[src/rtl/vending_pkg.sv]
// rtl/vending_pkg.sv - shared state encoding and coin values for the vending controller
package vending_pkg;

    localparam logic [1:0] IDLE    = 2'b00;
    localparam logic [1:0] COLLECT = 2'b01;
    localparam logic [1:0] VEND    = 2'b10;
    localparam logic [1:0] CHANGE  = 2'b11;

    // Coin values in 50c units
    localparam int VAL_C = 1;
    localparam int VAL_R = 2;

endpackage

[src/rtl/vend_change_out.sv]
// rtl/vend_change_out.sv - greedy one-coin-per-cycle change decomposition
module vend_change_out
    import vending_pkg::*;
#(
    parameter int W = 4
) (
    input  logic [W-1:0] credit,
    output logic         chg_r,
    output logic         chg_c,
    output logic [W-1:0] credit_nxt
);

    localparam logic [W-1:0] R_UNITS = W'(VAL_R);
    localparam logic [W-1:0] C_UNITS = W'(VAL_C);

    // Pay out the largest coin that still fits in the remaining credit
    always_comb begin
        chg_r      = 1'b0;
        chg_c      = 1'b0;
        credit_nxt = credit;
        if (credit >= R_UNITS) begin
            chg_r      = 1'b1;
            credit_nxt = credit - R_UNITS;
        end else if (credit >= C_UNITS) begin
            chg_c      = 1'b1;
            credit_nxt = credit - C_UNITS;
        end
    end

endmodule

[src/rtl/vending_ctrl.sv]
// rtl/vending_ctrl.sv - coin credit FSM with dispense handshake, timeout and change return
module vending_ctrl
    import vending_pkg::*;
#(
    parameter int PRICE      = 2,
    parameter int MAX_CREDIT = 6,
    parameter int CREDIT_W   = 4,
    parameter int ACK_TO     = 8
) (
    input  logic                clk,
    input  logic                rst,
    input  logic                c,
    input  logic                r,
    input  logic                cancel,
    input  logic                ack,
    output logic                L,
    output logic                chg_r,
    output logic                chg_c,
    output logic                rej,
    output logic                vend_fail,
    output logic [CREDIT_W-1:0] credit,
    output logic                busy
);

    localparam int TO_W = $clog2(ACK_TO + 1);

    localparam logic [CREDIT_W:0]   C_SUM     = (CREDIT_W+1)'(VAL_C);
    localparam logic [CREDIT_W:0]   R_SUM     = (CREDIT_W+1)'(VAL_R);
    localparam logic [CREDIT_W:0]   PRICE_SUM = (CREDIT_W+1)'(PRICE);
    localparam logic [CREDIT_W:0]   MAX_SUM   = (CREDIT_W+1)'(MAX_CREDIT);
    localparam logic [CREDIT_W-1:0] PRICE_CR  = CREDIT_W'(PRICE);
    localparam logic [TO_W-1:0]     TO_LAST   = TO_W'(ACK_TO - 1);

    logic [1:0]          state_q, state_nxt;
    logic [CREDIT_W-1:0] credit_q, credit_nxt;
    logic [TO_W-1:0]     cnt_q, cnt_nxt;
    logic                rej_q, rej_nxt;
    logic                chg_r_q, chg_r_nxt;
    logic                chg_c_q, chg_c_nxt;
    logic                fail_q, fail_nxt;

    logic [CREDIT_W:0]   sum;
    logic [CREDIT_W:0]   sum_less_price;
    logic                co_r, co_c;
    logic [CREDIT_W-1:0] co_credit;

    assign sum            = {1'b0, credit_q} + (c ? C_SUM : '0) + (r ? R_SUM : '0);
    assign sum_less_price = sum - PRICE_SUM;

    vend_change_out #(.W(CREDIT_W)) u_change (
        .credit     (credit_q),
        .chg_r      (co_r),
        .chg_c      (co_c),
        .credit_nxt (co_credit)
    );

    // State, credit, timeout counter and registered output pulses
    always_ff @(posedge clk or posedge rst) begin
        if (rst) begin
            state_q  <= IDLE;
            credit_q <= '0;
            cnt_q    <= '0;
            rej_q    <= 1'b0;
            chg_r_q  <= 1'b0;
            chg_c_q  <= 1'b0;
            fail_q   <= 1'b0;
        end else begin
            state_q  <= state_nxt;
            credit_q <= credit_nxt;
            cnt_q    <= cnt_nxt;
            rej_q    <= rej_nxt;
            chg_r_q  <= chg_r_nxt;
            chg_c_q  <= chg_c_nxt;
            fail_q   <= fail_nxt;
        end
    end

    // Next state, next credit and the pulses to be registered on this edge
    always_comb begin
        state_nxt  = state_q;
        credit_nxt = credit_q;
        cnt_nxt    = '0;
        rej_nxt    = 1'b0;
        chg_r_nxt  = 1'b0;
        chg_c_nxt  = 1'b0;
        fail_nxt   = 1'b0;
        case (state_q)
            IDLE, COLLECT: begin
                if (sum > MAX_SUM) begin
                    // Both coins bounce; credit holds
                    rej_nxt = 1'b1;
                end else if (cancel && state_q == COLLECT) begin
                    // Refund everything including coins landing now; skip the price test
                    credit_nxt = sum[CREDIT_W-1:0];
                end else if (sum >= PRICE_SUM) begin
                    credit_nxt = sum_less_price[CREDIT_W-1:0];
                    state_nxt  = VEND;
                end else begin
                    credit_nxt = sum[CREDIT_W-1:0];
                    state_nxt  = (sum != '0) ? COLLECT : IDLE;
                end
                if (cancel && state_q == COLLECT) begin
                    state_nxt = CHANGE;
                end
            end
            VEND: begin
                rej_nxt = c | r;
                if (ack) begin
                    state_nxt = (credit_q != '0) ? CHANGE : IDLE;
                end else if (cnt_q == TO_LAST) begin
                    // Product never confirmed: give the price back with the change
                    fail_nxt   = 1'b1;
                    credit_nxt = credit_q + PRICE_CR;
                    state_nxt  = CHANGE;
                end else begin
                    cnt_nxt = cnt_q + 1'b1;
                end
            end
            default: begin
                rej_nxt = c | r;
                if (credit_q == '0) begin
                    state_nxt = IDLE;
                end else begin
                    credit_nxt = co_credit;
                    chg_r_nxt  = co_r;
                    chg_c_nxt  = co_c;
                end
            end
        endcase
    end

    // Moore outputs decoded from registered state
    always_comb begin
        L         = (state_q == VEND);
        busy      = (state_q == VEND) || (state_q == CHANGE);
        chg_r     = chg_r_q;
        chg_c     = chg_c_q;
        rej       = rej_q;
        vend_fail = fail_q;
        credit    = credit_q;
    end

endmodule

[config.mk]
export PLATFORM = sky130hd
export DESIGN_NAME = vending_ctrl
export DESIGN_NICKNAME = d
export VERILOG_FILES = /design/src/rtl/vending_pkg.sv /design/src/rtl/vend_change_out.sv /design/src/rtl/vending_ctrl.sv
export SDC_FILE = /design/constraint.sdc
export NUM_CORES = 1
export LEC_CHECK = 0
export BUFFER_PORTS_ARGS = -buffer_cell sky130_fd_sc_hd__buf_2
export CAP_MARGIN = 0
export CELL_PAD_IN_SITES_DETAIL_PLACEMENT = 0
export CELL_PAD_IN_SITES_GLOBAL_PLACEMENT = 2
export CORE_MARGIN = 2
export CORE_UTILIZATION = 35
export CTS_CLUSTER_DIAMETER = 100
export DETAILED_ROUTE_END_ITERATION = 10
export PLACE_DENSITY = 0.75
export SLEW_MARGIN = 5
export SYNTH_ARGS = -nofsm -noshare
export SYNTH_HDL_FRONTEND = slang
export SYNTH_HIERARCHICAL = 1
export SYNTH_SLANG_ARGS = --single-unit
[constraint.sdc]
create_clock -name clk -period 2.6 [get_ports clk]
set_input_delay 0.78 -clock clk [delete_from_list [all_inputs] [get_ports clk]]
set_output_delay 0.78 -clock clk [all_outputs]
set_load 0.01 [all_outputs]
==> out/qor.yml <==
status:
  status: "finished, final reports clean"
synthesis:
  synth.largest_area_cell: "dfrtp_1"
  yosysSeqAreaShare_pct: 28.2
  syn_avg_cell_area_um2: 9.40
  syn-instance-count: 132
  syn_nets: 151
  synth-seq-cells: 14
  async_reset_ff_share_pct: 100
  ys.flop_type: "dfrtp_1"
  syn_area_um2: 1240
  synth_edf_count: 0
  yosysUniqueCellTypes: 46
  yosys.area.top_type_share_pct: 28.2
  ys.warnings.count: 6
  synth.area.top_cells: "dfrtp_1, ha_1, a21oi_1, inv_1, xnor2_1"
grt:
  grt_pass1_vias: 1011
  grtUsageMet3_pct: 2.14
  use_met1_pct: 20.7
  antenna_found_initial: 0
  grt_max_degree: 16
  grt_usage_pct: 15.7
  grt_pass1_wl_mm: 4.99
  use_met2_pct: 26.6
  busiest_layer: "met2"
  overflow: 0
placed_design:
  numPlacedInstances: 198
  place_hpwl_mm: 2.23
  pre_cts_ws_ns: -0.289
  routabilityCongestion: 0.731
  io_buffers: 15
  dpl-instance-area_um2: 1440
clock_tree:
  post-cts-setup-buffer-count: 0
  hold_buffers: 0
  cts_buffer_depth: 2
  cts.sinks: 14
  cts_buffers: 3
  ctsHtreeMaxLevel: 1
  cts_root_buf: "clkbuf_4"
  clk_latency_ns: 0.28
  cts_tree: "built"
  clk_pin_slew_ns: 0.10
floorplan:
  fp.dieW_um: 63.6
  die_h_um: 63.6
  num_io_pins: 16
  core_um2: 3360
  start_util_pct: 36.9
  rows: 21
  dieArea_um2: 4040
finish:
  antenna_cells: 0
  syn2layout_area_growth_pct: 19.3
  nNetsFinal: 176
  final_common_cell: "buf_2"
  fin_cells: 202
  mostFrequentLayoutCells: "buf_2, dfrtp_1, nor2_1"
  drive_above_1_share_pct: 31.4
  final_area_um2: 1480
  num-fill-cells: 365
sta:
  slew_violations: 0
  min_period_ns: 2.48
  hold_violations: 0
  holdWs_ns: 0.480
  relSlewSlack_pct: 62.1
  setup_violations: 0
  max_slew.worst_pin.slew_ns: 0.568
  fmax_ghz: 0.403
  rsz0062_at_grt: "false"
  fin_worst_skew_ns: 0.000428
  fin_ws_ns: 0.122
  fin_crit_sh_pct: 95.3
pwr:
  p_per_area_nw_per_um2: 1510
  clkPwrFrac_pct: 7.4
  swShare_pct: 47.0
  p_sw_mw: 1.05
  comb_power_share_pct: 72.6
  p_leak_nw: 0.706
  pwr-share-seq_pct: 20.0
  ir_worst_vdd_mv: 0.639
  p_int_mw: 1.18
detailed_routing:
  first_pass_iters: 4
  num_vias: 1014
  wl_per_cell_um: 14.1
  drc: 0
  via_per_inst: 5.02
  ant_nets: 0
  drt_wl_total_mm: 2.85
  drt_iter0_markers: 14
worst_hold_path:
  holdCritStartpoint: "cnt_q[0]"
  holdPathStages: 1
  hold_path.class: "flip-flop to flip-flop"
worst_setup_path:
  path_max_fanout: 6
  critPathLaunch: "c"
  worstSetupPathType: "input pin to flip-flop"
  worstSetupEndpointType: "flip-flop"
  critPathLaunchType: "input pin"
  worstReg2RegStart: "credit[0]"
  reg2reg_setup_slack_ns: 0.29
  crit_arrival_ns: 2.63
  r2r_cells: 9
  crit_required_ns: 2.75
run:
  drv_cap: 0
-- sequential cells by signal, summed over array words and instances (netlist names) --
signal and count:
vend_fail 1, credit 4, cnt_q 4, chg_c 1
chg_r 1, state_q 2, rej 1
-- cells in the mapped netlist (all sizes together), types with 2 or more instances --
master / n
a211oi: 3
a21boi: 3
a21oi: 11
and2: 3
and3: 3
buf: 3
clkbuf: 3
dfrtp: 14
ha: 12
inv: 13
mux2i: 2
nand2: 6
nand2b: 5
nor2: 12
nor3: 3
o211ai: 2
o21ai: 6
o31ai: 2
or4: 2
xnor2: 6
-- power by group through the flow --
stage / Clock, mW / Combinational (mW) / Sequential (mW)
final: 0.164 / 1.62 / 0.447
after global routing: 0.178 / 1.82 / 0.469
after CTS: 0.166 / 1.62 / 0.444
after detailed placement: 0 / 1.61 / 0.449
after global placement: 0 / 1.59 / 0.447
after floorplan: 0 / 1.20 / 0.403
-- worst max-delay path: stages --
cell      delay, ns
buf_2          0.12
ha_4           0.16
inv_2          0.05
fa_2           0.46
buf_4          0.17
o311a_4        0.36
a211oi_4       0.20
buf_6          0.15
o21a_1         0.12
a21oi_2        0.06
-- logic make-up after synthesis --
| logic type | synth area share, % |
|---|---|
| AO/OA/AOI/OAI | 24.5 |
| AND/OR/NAND/NOR | 17.9 |
| adder cells (fa/ha/maj) | 13.7 |
| XOR/XNOR | 6.45 |
| buffers and inverters | 7.56 |
| multiplexers | 1.61 |
| flip-flops | 28.2 |
-- worst paths after layout --
path                             end
setup reg to reg           credit[1]
hold reg to reg             cnt_q[0]
hold / removal              cnt_q[0]
max in group asynchronous        rej
setup / recovery           credit[1]
min in group asynchronous  vend_fail
-- routing by layer --
layer | part of all wire (%) | vias up
met1 | 46 | 483
li1 | - | 515
met2 | 51 | 12
met3 | 1.8 | 4
met5 | 0 | -
met4 | 1.2 | 0
-- final cells by class --
type / instances / area (um^2) / share of cell area, %
Inverter: 13 / 48.8 / 3.30
Timing Repair Buffer: 26 / 161 / 10.9
Sequential cell: 14 / 350 / 23.7
Clock buffer: 4 / 36.3 / 2.45
Multi-Input combinational cell: 99 / 826 / 55.8
Tap cell: 46 / 57.6 / 3.89
-- stage by stage --
| step | utilization [%] | total power, mW | setup TNS, ns |
|---|---|---|---|
| after floorplan | - | 1.61 | -0.0739 |
| after global routing | 44.0 | 2.46 | 0 |
| final | 44.0 | 2.23 | 0 |
| after detailed placement | 42.7 | 2.06 | -1.45 |
| after CTS | 43.8 | 2.23 | 0 |
| after global placement | 42.7 | 2.04 | -1.36 |
-- timing repair --
item                                    CTS  global route
endpoints found under the hold margin     0             0
resized for setup                         0             3
endpoints found under the setup margin    0             3
Power figures use the tool's default switching activity.
